--- config.mk ---
export PLATFORM = sky130hd
export DESIGN_NAME = cmp_arbiter
export DESIGN_NICKNAME = d
export VERILOG_FILES = /design/src/rtl/cmp_pkg.sv /design/src/rtl/comparator_core.sv /design/src/rtl/cmp_arbiter.sv
export SDC_FILE = /design/constraint.sdc
export NUM_CORES = 1
export LEC_CHECK = 0
export CORE_MARGIN = 1
export CORE_UTILIZATION = 48
export DETAILED_ROUTE_END_ITERATION = 8
export PLACE_DENSITY = 0.85
export REMOVE_ABC_BUFFERS = 1
export SYNTH_ARGS = -nofsm -noshare
export SYNTH_HDL_FRONTEND = slang
export SYNTH_HIERARCHICAL = 1
export SYNTH_SLANG_ARGS = --single-unit
--- constraint.sdc ---
create_clock -name clk -period 3.8 [get_ports clk]
set_clock_uncertainty 0.1 [all_clocks]
set_input_delay 0.57 -clock clk [delete_from_list [all_inputs] [get_ports clk]]
set_output_delay 0.57 -clock clk [all_outputs]
set_load 0.01 [all_outputs]
--- src/rtl/cmp_pkg.sv ---
`default_nettype none
// ---------------------------------------------------------------------------
//  cmp_pkg : shared types and defaults for the shared-comparator arbiter
//  Revision: 1.0
// ---------------------------------------------------------------------------
package cmp_pkg;

   localparam int DEF_WIDTH = 4;
   localparam int DEF_NREQ  = 4;

   typedef enum logic [1:0] {
      IDLE    = 2'd0,
      COMPARE = 2'd1,
      RESP    = 2'd2
   } state_t;

   typedef struct packed {
      logic eq;
      logic gt;
      logic lt;
   } cmp_res_t;

endpackage : cmp_pkg
`default_nettype wire

--- src/rtl/comparator_core.sv ---
`default_nettype none
// ---------------------------------------------------------------------------
//  comparator_core : combinational unsigned magnitude comparator
//  Revision: 1.0
// ---------------------------------------------------------------------------
module comparator_core
   import cmp_pkg::*;
#(
   parameter int WIDTH = DEF_WIDTH
) (
   input  logic [WIDTH-1:0] a_i,
   input  logic [WIDTH-1:0] b_i,
   output cmp_res_t         res_o
);

   always_comb begin
      res_o.eq = (a_i == b_i);
      res_o.gt = (a_i >  b_i);
      res_o.lt = (a_i <  b_i);
   end

endmodule : comparator_core
`default_nettype wire

--- src/rtl/cmp_arbiter.sv ---
`default_nettype none
// ---------------------------------------------------------------------------
//  cmp_arbiter : round-robin sharing of one comparator among NREQ requesters
//  Revision: 1.0
// ---------------------------------------------------------------------------
module cmp_arbiter
   import cmp_pkg::*;
#(
   parameter int NREQ  = DEF_NREQ,
   parameter int WIDTH = DEF_WIDTH,
   parameter int IDW   = $clog2(NREQ)
) (
   input  logic                  clk,
   input  logic                  rst_n,
   input  logic [NREQ-1:0]       req_valid,
   output logic [NREQ-1:0]       req_ready,
   input  logic [NREQ*WIDTH-1:0] req_a,
   input  logic [NREQ*WIDTH-1:0] req_b,
   output logic                  rsp_valid,
   output logic [IDW-1:0]        rsp_id,
   output logic                  rsp_eq,
   output logic                  rsp_gt,
   output logic                  rsp_lt,
   input  logic                  rsp_ready,
   output logic                  busy
);

   state_t           state_q;
   logic [IDW-1:0]   ptr_q;
   logic [IDW-1:0]   ptr_d;
   logic [IDW-1:0]   win;
   logic             found;
   logic [WIDTH-1:0] mux_a;
   logic [WIDTH-1:0] mux_b;
   logic [WIDTH-1:0] a_q;
   logic [WIDTH-1:0] b_q;
   logic [IDW-1:0]   id_q;
   cmp_res_t         res;
   cmp_res_t         rsp_res_q;
   logic             rsp_valid_q;
   logic [IDW-1:0]   rsp_id_q;
   logic             busy_q;

   // First valid requester scanning upward from ptr, wrapping at NREQ.
   always_comb begin
      int idx;
      idx   = 0;
      found = 1'b0;
      win   = '0;
      for (int k = 0; k < NREQ; k++) begin
         idx = int'(ptr_q) + k;
         if (idx >= NREQ) begin
            idx = idx - NREQ;
         end
         if (!found && req_valid[idx]) begin
            found = 1'b1;
            win   = IDW'(idx);
         end
      end
   end

   assign ptr_d = (win == IDW'(NREQ - 1)) ? '0 : win + 1'b1;
   assign mux_a = req_a[win*WIDTH +: WIDTH];
   assign mux_b = req_b[win*WIDTH +: WIDTH];

   // Gated by rst_n so no grant is visible while reset is held.
   always_comb begin
      req_ready = '0;
      if (rst_n && (state_q == IDLE) && found) begin
         req_ready[win] = 1'b1;
      end
   end

   comparator_core #(
      .WIDTH (WIDTH)
   ) u_core (
      .a_i   (a_q),
      .b_i   (b_q),
      .res_o (res)
   );

   always_ff @(posedge clk or negedge rst_n) begin
      if (!rst_n) begin
         state_q     <= IDLE;
         ptr_q       <= '0;
         a_q         <= '0;
         b_q         <= '0;
         id_q        <= '0;
         rsp_valid_q <= 1'b0;
         rsp_id_q    <= '0;
         rsp_res_q   <= '0;
         busy_q      <= 1'b0;
      end else begin
         case (state_q)
            IDLE: begin
               if (found) begin
                  a_q     <= mux_a;
                  b_q     <= mux_b;
                  id_q    <= win;
                  ptr_q   <= ptr_d;
                  busy_q  <= 1'b1;
                  state_q <= COMPARE;
               end
            end
            COMPARE: begin
               rsp_res_q   <= res;
               rsp_id_q    <= id_q;
               rsp_valid_q <= 1'b1;
               state_q     <= RESP;
            end
            RESP: begin
               if (rsp_ready) begin
                  rsp_valid_q <= 1'b0;
                  busy_q      <= 1'b0;
                  state_q     <= IDLE;
               end
            end
            default: begin
               rsp_valid_q <= 1'b0;
               busy_q      <= 1'b0;
               state_q     <= IDLE;
            end
         endcase
      end
   end

   assign rsp_valid = rsp_valid_q;
   assign rsp_id    = rsp_id_q;
   assign rsp_eq    = rsp_res_q.eq;
   assign rsp_gt    = rsp_res_q.gt;
   assign rsp_lt    = rsp_res_q.lt;
   assign busy      = busy_q;

endmodule : cmp_arbiter
`default_nettype wire
==> results of run 1 <==
power groups by stage:
stage / combinational (mW) / clock, mW / sequential [mW]
6_report: 0.755 / 0.102 / 0.415
2_1_floorplan: 0.504 / 0 / 0.412
3_3_place_gp: 0.728 / 0 / 0.413
4_1_cts: 0.762 / 0.105 / 0.414
3_5_place_dp: 0.758 / 0 / 0.420
5_1_grt: 0.832 / 0.116 / 0.430
cells in the mapped netlist, types with 4 or more instances:
| cell type | number |
|---|---|
| mux2_2 | 7 |
| inv_1 | 5 |
| a21oi_1 | 7 |
| dfrtp_1 | 21 |
| a221o_1 | 5 |
| a211oi_1 | 7 |
| buf_6 | 4 |
| nand3_1 | 5 |
| and3_1 | 7 |
| nor2_1 | 12 |
| nand2_1 | 11 |
| ha_1 | 8 |
| o21ai_0 | 8 |
| mux2i_1 | 4 |
flip-flops by register name (all words and copies together), names as in the netlist:
signal / cells
a_q: 4
b_q: 4
busy: 1
id_q: 2
ptr_q: 2
rsp_eq: 1
rsp_gt: 1
rsp_id: 2
rsp_lt: 1
rsp_valid: 1
state_q: 2
metal layers:
layer,global-route usage [%],up-vias
met4,7.14,0
met3,5.35,10
met2,40.3,47
met1,30.1,593
li1,-,604
met5,0,-
kinds of logic (layout without fill, tap and decap cells):
family          Yosys count  in the layout  share of synthesized area, %
fa+ha+maj                 8              8                          7.25
flops                    21             21                          38.1
simple gates             45             45                          16.8
buf+inv                  12             62                          5.44
mux                      14             14                          11.9
compound gates           38             38                          20.6
per-stage QoR:
stage	hold WS (ps)	utilization (%)
after floorplan	174	-
after global placement	358	68.6
after detailed placement	365	68.6
after CTS	391	69.6
after global routing	422	69.6
final	384	69.6
cell type report:
class	instances	area [sq um]	share of cell area (%)
Sequential cell	21	526	27.6
Clock buffer	4	26.3	1.38
Timing Repair Buffer	51	505	26.6
Inverter	7	26.3	1.38
Tap cell	31	38.8	2.04
Multi-Input combinational cell	105	779	41.0
worst min-delay path, delay by kind of cell (launching register included):
| kind | cells | cell delay [ps] |
|---|---|---|
| compound gates | 1 | 50 |
| flops | 1 | 360 |
| simple gates | 1 | 50 |
final timing paths:
path / endpoint / slack, ps / depth (start not counted)
max: req_ready[0] / 330 / 8
min: id_q[0]$_DFFE_PN0P_ / 380 / 2
max reg2reg: a_q[2]$_DFFE_PN0P_ / 1570 / 6
min reg2reg: id_q[0]$_DFFE_PN0P_ / 380 / 2
max in group asynchronous: id_q[0]$_DFFE_PN0P_ / 2700 / 2
min in group asynchronous: a_q[2]$_DFFE_PN0P_ / 690 / 2
==> flow_summary.toml, run 1 <==
[clock_tree]
numCtsBuffers = 3
cts.clk_slew.worst_paths_ps = 110
cts_num_sinks = 21
cts_setup_buffers = 0
cts-resized-gates = 0
cts_buffer_depth = 2
clock-root-buffer = "clkbuf_4"
clock_latency_ps = 290
htreeDepth = 1
holdBufCountCts = 0
cts_tree = "yes"

[routing]
wl_met1_mm = 1.42
drc = 0
drtAntennaViolNets = 0
finalWirelength_mm = 3.43
dr_total_vias = 1254
first_iter_violations = 28
dr_wl_met3_um = 201
first_pass_iters = 4
detail_route.wl_per_cell_um = 15.6
top_layer_used = "met4"
wl_met2_mm = 1.72
avgViaCountPerCell = 5.73

[global_route]
grt_pass1_wl_mm = 5.82
antenna_found_initial = 0
grt_max_degree = 22
overflow = 0
grt_pass1_vias = 1287
grt_use_total_pct = 23.7

[worst_setup_path]
cp-start-kind = "input port"
crit_arrival_ps = 2800
endpoint_kind = "primary output"
crit_start = "req_valid[3]"
critPathMaxStageDelay_ps = 530
cp.required_ps = 3130
path_class = "input port to primary output"
slowest_stage = "clkdlybuf4s50_1"
r2r_start = "ptr_q[1]$_DFFE_PN0P_"
crit_family = "buffers and inverters"
path_common_cell = "clkdlybuf4s50_1"
cp_num_buf_inv = 3
cp_cell_sequence = "clkdlybuf4s50_1 > nand2b_1 > a211oi_1 > nor2_1 > inv_1 > ha_1 > and3_1 > clkdlybuf4s50_1"
cp_max_fo = 6

[logic_synthesis]
synth_area_leaders = "dfrtp_1 (38%), ha_1 (7.3%), mux2_2 (5.7%)"
synth_top_flop_cell = "dfrtp_1"
async_flop_share_pct = 100
synth_top_area_share_pct = 38.1
syn_area_sq_um = 1380
synthCells = 138
synth-seq-cells = 21
synth_edf_count = 0
yosys_warnings = 6
yosysTopAreaCell = "dfrtp_1"
yosys.cell_types.count = 34
syn_area_per_cell_sq_um = 10.0
ys_seq_area_share_pct = 38.1

[finish]
design_area_sq_um = 1900
final_common_cell = "clkdlybuf4s50_1"
antenna_cells = 0
final_cell_mix = "clkdlybuf4s50_1 (49), dfrtp_1 (21), nor2_1 (12)"
nets = 236
area_growth_pct = 37.8
final_cells = 219
drive_above_1_share_pct = 11.7
fill_cells = 219

[timing]
max_freq_mhz = 288
fin_tns_setup_ps = 0
worst_pin_slew_ps = 679
setup_violations = 0
worst_slew_margin_rel_pct = 54.6
drv_slew = 0
layout_setup_ws_ps = 332
hold_viol = 0
rsz0062_at_grt = "false"
post-route-min-period_ps = 3470
period_share_pct = 91.3

[power_and_ir_drop]
clockPowerShare_pct = 8.0
leakage_nw = 0.842
powerDensity_nw_per_um2 = 669
p_comb_share_pct = 59.3
swShare_pct = 39.9
netSwitchingPower_mw = 0.509
ir_drop_mv = 0.455
internal-power_mw = 0.765
power_frac_seq_pct = 32.6
power_mw = 1.27

[floorplan]
die_w_um = 55.6
io_pins = 50
num_rows = 19
die_h_um = 55.6
die_area_sq_um = 3090
coreArea_sq_um = 2730
start_util_pct = 50.5

[placed_design]
finalWeightedCongestion = 0.837
placedCellCount = 215
hpwl_mm = 2.86
portBuffers = 49
post-place-ws_ps = 351
placed_area_sq_um = 1880

[job]
cap_viol_max_count = 0

[run_status]
status = "complete, no violations"

[worst_hold_path]
hold_path_class = "register to register"
hold_start = "id_q[0]$_DFFE_PN0P_"
(Power assumes the default switching activity.)
==> inputs of run 2 (changes only) <==
Settings changed: CTS_CLUSTER_DIAMETER set to 40.
==> results of run 2 <==
The final DEF is identical to that of run 1; final timing and power are the same.
